`config.mk`:
```
export PLATFORM = sky130hd
export DESIGN_NAME = status_irq_arbiter
export DESIGN_NICKNAME = d
export VERILOG_FILES = /design/src/rtl/status_irq_pkg.sv /design/src/rtl/prio_enc_param.sv /design/src/rtl/status_irq_arbiter.sv
export SDC_FILE = /design/constraint.sdc
export NUM_CORES = 1
export LEC_CHECK = 0
export BUFFER_PORTS_ARGS = -buffer_cell sky130_fd_sc_hd__buf_4
export CORE_MARGIN = 4
export CORE_UTILIZATION = 42
export DETAILED_ROUTE_END_ITERATION = 10
export GPL_TIMING_DRIVEN = 0
export MAX_ROUTING_LAYER = met4
export PLACE_DENSITY = 0.77
export RECOVER_POWER = 25
export REMOVE_ABC_BUFFERS = 1
export SLEW_MARGIN = 10
export SYNTH_ARGS = -nofsm -noshare
export SYNTH_HDL_FRONTEND = slang
export SYNTH_HIERARCHICAL = 1
export SYNTH_SLANG_ARGS = --single-unit
export TNS_END_PERCENT = 30
```
`constraint.sdc`:
```
create_clock -name clk -period 1.5 [get_ports clk]
set_input_delay 0 -clock clk [delete_from_list [all_inputs] [get_ports clk]]
set_output_delay 0 -clock clk [all_outputs]
set_load 0.02 [all_outputs]
```
`src/rtl/status_irq_pkg.sv`:
```
// rtl/status_irq_pkg.sv - shared types and width helper for the status interrupt arbiter
package status_irq_pkg;

  typedef enum logic {
    IDLE    = 1'b0,
    PRESENT = 1'b1
  } state_t;

  // Index width; a single-bit index is kept even for degenerate source counts
  function automatic int id_width(input int n);
    return (n > 1) ? $clog2(n) : 1;
  endfunction

endpackage

```
`src/rtl/prio_enc_param.sv`:
```
// rtl/prio_enc_param.sv - combinational highest-index-wins priority encoder
module prio_enc_param #(
  parameter int NUM_SRC = 16,
  parameter int ID_W    = 4
) (
  input  logic [NUM_SRC-1:0] req,
  output logic [ID_W-1:0]    idx,
  output logic               found
);

  // Ascending scan: the last set bit visited is the highest index
  always_comb begin
    idx   = '0;
    found = 1'b0;
    for (int i = 0; i < NUM_SRC; i++) begin
      if (req[i]) begin
        idx   = ID_W'(i);
        found = 1'b1;
      end
    end
  end

endmodule

```
`src/rtl/status_irq_arbiter.sv`:
```
// rtl/status_irq_arbiter.sv - sticky status flags with mask, priority arbitration and valid/ack handshake
module status_irq_arbiter
  import status_irq_pkg::*;
#(
  parameter int                 NUM_SRC  = 16,
  parameter int                 ID_W     = id_width(NUM_SRC),
  parameter logic [NUM_SRC-1:0] MASK_RST = '1
) (
  input  logic               clk,
  input  logic               rstN,
  input  logic [NUM_SRC-1:0] flags_in,
  input  logic               mask_we,
  input  logic [NUM_SRC-1:0] mask_wdata,
  input  logic               irq_ack,
  output logic [NUM_SRC-1:0] pending,
  output logic [NUM_SRC-1:0] mask,
  output logic               irq_valid,
  output logic [ID_W-1:0]    irq_id,
  output logic               any_pending
);

  state_t             state;
  state_t             state_next;
  logic [NUM_SRC-1:0] eligible;
  logic [NUM_SRC-1:0] clr_vec;
  logic [ID_W-1:0]    win_idx;
  logic               win_found;
  logic               ack_fire;

  assign eligible    = pending & mask;
  assign any_pending = |eligible;
  assign ack_fire    = (state == PRESENT) && irq_ack;

  prio_enc_param #(
    .NUM_SRC (NUM_SRC),
    .ID_W    (ID_W)
  ) u_prio_enc (
    .req   (eligible),
    .idx   (win_idx),
    .found (win_found)
  );

  always_comb begin
    clr_vec = '0;
    if (ack_fire) clr_vec = NUM_SRC'(1) << irq_id;
  end

  // New flags are OR-ed after the clear so a same-cycle re-set survives the ack
  always_ff @(posedge clk or negedge rstN) begin
    if (!rstN) begin
      pending <= '0;
      mask    <= MASK_RST;
    end else begin
      pending <= (pending & ~clr_vec) | flags_in;
      if (mask_we) mask <= mask_wdata;
    end
  end

  always_ff @(posedge clk or negedge rstN) begin
    if (!rstN) begin
      state  <= IDLE;
      irq_id <= '0;
    end else begin
      state <= state_next;
      if (state == IDLE && win_found) irq_id <= win_idx;
    end
  end

  always_comb begin
    state_next = state;
    case (state)
      IDLE:    if (win_found) state_next = PRESENT;
      PRESENT: if (irq_ack)   state_next = IDLE;
      default: state_next = IDLE;
    endcase
  end

  always_comb begin
    irq_valid = (state == PRESENT);
  end

endmodule

```
==> results by group <==
Yosys
  • Yosys Warn Count: 6
  • Ys async rst share: between 90% and 100%
  • Post-synthesis xor/xnor area fraction: 0%
  • Synth unique cells: 25
  • Register area share after synthesis: between 50% and 60%
  • Simple-gate share of the synthesized area: between 20% and 30%
  • Area share of the largest cell type after synthesis: between 30% and 40%
  • Cell area after synthesis: ~1700 sq um
  • Mux cell area share after synthesis: around an eighth
  • Largest family of logic cells by synthesized area: simple AND/OR/NAND/NOR gates
  • Yosys top cell by area: dfrtp_1
  • Syn_area_per_cell: ~11 sq um
  • Compound-gate portion of the synthesized area: 6.82%
  • Post-synth top cells: 21 x dfrtp_1, 21 x nor2_1, 20 x mux2_2
  • Adder-Cell Fraction of Synth Area: 0%
  • Synth top area cells: dfrtp_1 30%, dfstp_2 24%, mux2_2 13%
  • Synth Flop Type: dfrtp_1
  • EDFF count, synth: 0
  • Seq cells post-synth: 37
  • Synthesized netlist cell count: 159

Setup path
  • CP Capture Point: any_pending
  • RR Startpoint: pending[12]$_DFF_PN0_
  • Critical path launch point type: register
  • CP most frequent cell: or4_4
  • Critical path's top delay family: simple AND/OR/NAND/NOR gates
  • Critical path depth: 4
  • Endpoint arrival time on the critical path: 2030 ps
  • Worst r2r dst: irq_id[3]$_DFFE_PN0P_
  • Reg-to-reg setup timing slack: -260 ps
  • CP required: about 1500 ps
  • Worst path bufs/invs: 1
  • Worst-path fanout max: 4
  • Largest stage delay, worst path: about 540 ps
  • Highest-delay cell along the critical path: or4_4
  • WS Path Type: register to primary output
  • CP startpoint: mask[8]$_DFFE_PN1P_
  • Endpoint type of the worst setup path: primary output
  • Reg2Reg Depth: 5
  • Worst-path cell chain: and2_4, or4_4, or4_4, buf_6

Drt
  • Antenna viol nets, final: 0
  • DR pass1 iterations: 4
  • Avg WL per Cell: ~15 um
  • Via count: roughly 1700
  • DR vias/cell: around 5.0
  • DRT iter0 DRCs: 88
  • Post-Route WL: about 5000 um
  • Number of remaining DRC errors: 0

Finish
  • Multi-input logic area: 833 sq um
  • Layout cells sized above 1: roughly half
  • FF/Latch Area: between 900 and 1000 sq um
  • Area grow syn2layout: 66.3%
  • Layout fillers: between 300 and 400
  • Final #Nets: 315
  • Design area: 2900 sq um
  • Antenna diode count: 0
  • Fin util: between 70 and 80%

STA
  • Final setup viols: 6
  • Setup TNS: -1660 ps
  • Slew Viols, Final: 0
  • Tcrit/Tclk final: 135%
  • Slew Limit Headroom: 39.2%
  • RSZ-0062 raised after global routing: true
  • Achievable Freq: between 0.4 and 0.5 GHz
  • Endpoints failing hold: 0
  • Worst Slack Setup Final: -526 ps
  • Final Skew: approximately 6 ps
  • Final Critical Period: roughly 2000 ps
  • Worst-Margin Slew: 912 ps

Die
  • Initial Utilization: a little over two fifths
  • # IOs: between 70 and 80
  • Total die area: between 5000 and 6000 sq um
  • Die Width: ~72 um
  • Core area: about 4000 sq um
  • Rows: 23
  • Die height: just over 70 um

CTS
  • Total CTS buffers: 5
  • CTS root buf: clkbuf_8
  • Clk_lat worst skew: 280 ps
  • Clk sinks: 37
  • Htree depth: 2
  • Clock-pin slew on the worst setup and hold paths: about 70 ps
  • Clock Tree Buf Depth: 2
  • CTS tree: built

GRT
  • Grt total ovfl: 0
  • Vias in the first global route: between 1500 and 2000
  • First-pass GRT wire length: between 7000 and 8000 um
  • Number of antenna violations at the first check in global routing: 0
  • Overall Global Routing Usage: between 20% and 30%
  • Largest net degree at the start of global routing: 38

Placement
  • Dpl cell area: about 2300 sq um
  • Global placement routability congestion: between 0.8 and 0.9
  • Placed wire-length estimate: 3310 um
  • Port Buffers: between 70 and 80
  • Post-place setup slack: -340 ps

Min path
  • Worst min path class: input port to register
  • Hold depth: 3

Power and ir drop
  • Total Power: 3.09 mW
  • VDD IR max: around 0.00070 V
  • Pleak: roughly 1.2 nW
  • PwrDens: 1070 nW/um^2

Outcome
  • Status: finished with violations
  • Failing checks: negative setup slack

Job
  • Max Cap Viol: 0
==> metal layers <==
| metal | vias up | part of all wire [%] | track usage, % |
|---|---|---|---|
| met3 | 5 | 6.3 | 3.32 |
| met2 | 58 | 49 | 32.7 |
| met4 | 0 | 1.2 | 7.17 |
| met1 | 789 | 43 | 26.1 |
| li1 | 802 | - | - |
| met5 | - | 0 | - |
==> where the power goes <==
part           switching (mW)  internal, mW  leakage [nW]  total [mW]
registers               0.155          1.15         0.360        1.30
clock network           0.334         0.415        0.0542       0.749
logic                   0.522         0.520         0.785        1.04
total                    1.01          2.08          1.20        3.09
==> worst min path at each step <==
stage	startpoint	to
3_3_place_gp	rstN	pending[2]$_DFF_PN0_
2_1_floorplan	rstN	irq_id[0]$_DFFE_PN0P_
5_1_grt	irq_ack	irq_valid$_DFF_PN0_
3_5_place_dp	rstN	pending[2]$_DFF_PN0_
4_1_cts	irq_ack	irq_valid$_DFF_PN0_
6_report	irq_ack	irq_valid$_DFF_PN0_
==> per-stage QoR <==
step / std cells / hold WS [ps]
after floorplan: 157 / -296
after global placement: 280 / -13.3
after detailed placement: 280 / -8.70
after CTS: 325 / 7.94
after global routing: 330 / 39.8
final: 330 / 20.4
==> registers in the layout (all words and copies together), names as in the netlist <==
register and count:
mask 16, pending 16, irq_id 4, irq_valid 1
==> worst reg2reg max path, cell delays in order (launching register included) <==
cell     delay [ps]
dfrtp_1         390
and2_1          190
nor4_2          430
nand4_1         140
nor2b_2         220
mux2_2          280
==> logic make-up (layout without fill, tap and decap cells) <==
logic type,after synthesis,after routing
multiplexers,20,20
AO/OA/AOI/OAI,20,20
flip-flops,37,37
AND/OR/NAND/NOR,78,78
buffers and inverters,4,125
==> cell type report <==
cell class,instances,share of cell area (%)
sequential,37,32.6
clock inverter,1,0.173
multi-input combinational,118,28.8
inverter,2,0.259
tap,50,2.16
timing repair buffer,115,32.7
clock buffer,7,3.32
==> cell usage in the layout, fill, tap and decap left out, types with 4 or more instances in the layout <==
cell type / n
clkbuf_8: 7
nand2_1: 5
dlygate4sd3_1: 33
mux2_2: 20
dfrtp_1: 21
nand2b_1: 14
o21ai_0: 10
and2_1: 5
and2_4: 11
dfstp_2: 16
nor4_1: 5
buf_4: 80
a21oi_1: 4
nor2_1: 21
==> repair_timing <==
| action | 4_1_cts | 5_1_grt |
|---|---|---|
| hold buffers | 33 | 0 |
| gates resized for setup | 10 | 7 |
| endpoints found under the hold margin | 53 | 0 |
| setup endpoints to repair | 6 | 6 |
| buffers inserted | 4 | 5 |
| gates cloned | 0 | 0 |
| pin swaps | 4 | 4 |
No activity file was read; power rests on OpenSTA's default activity.
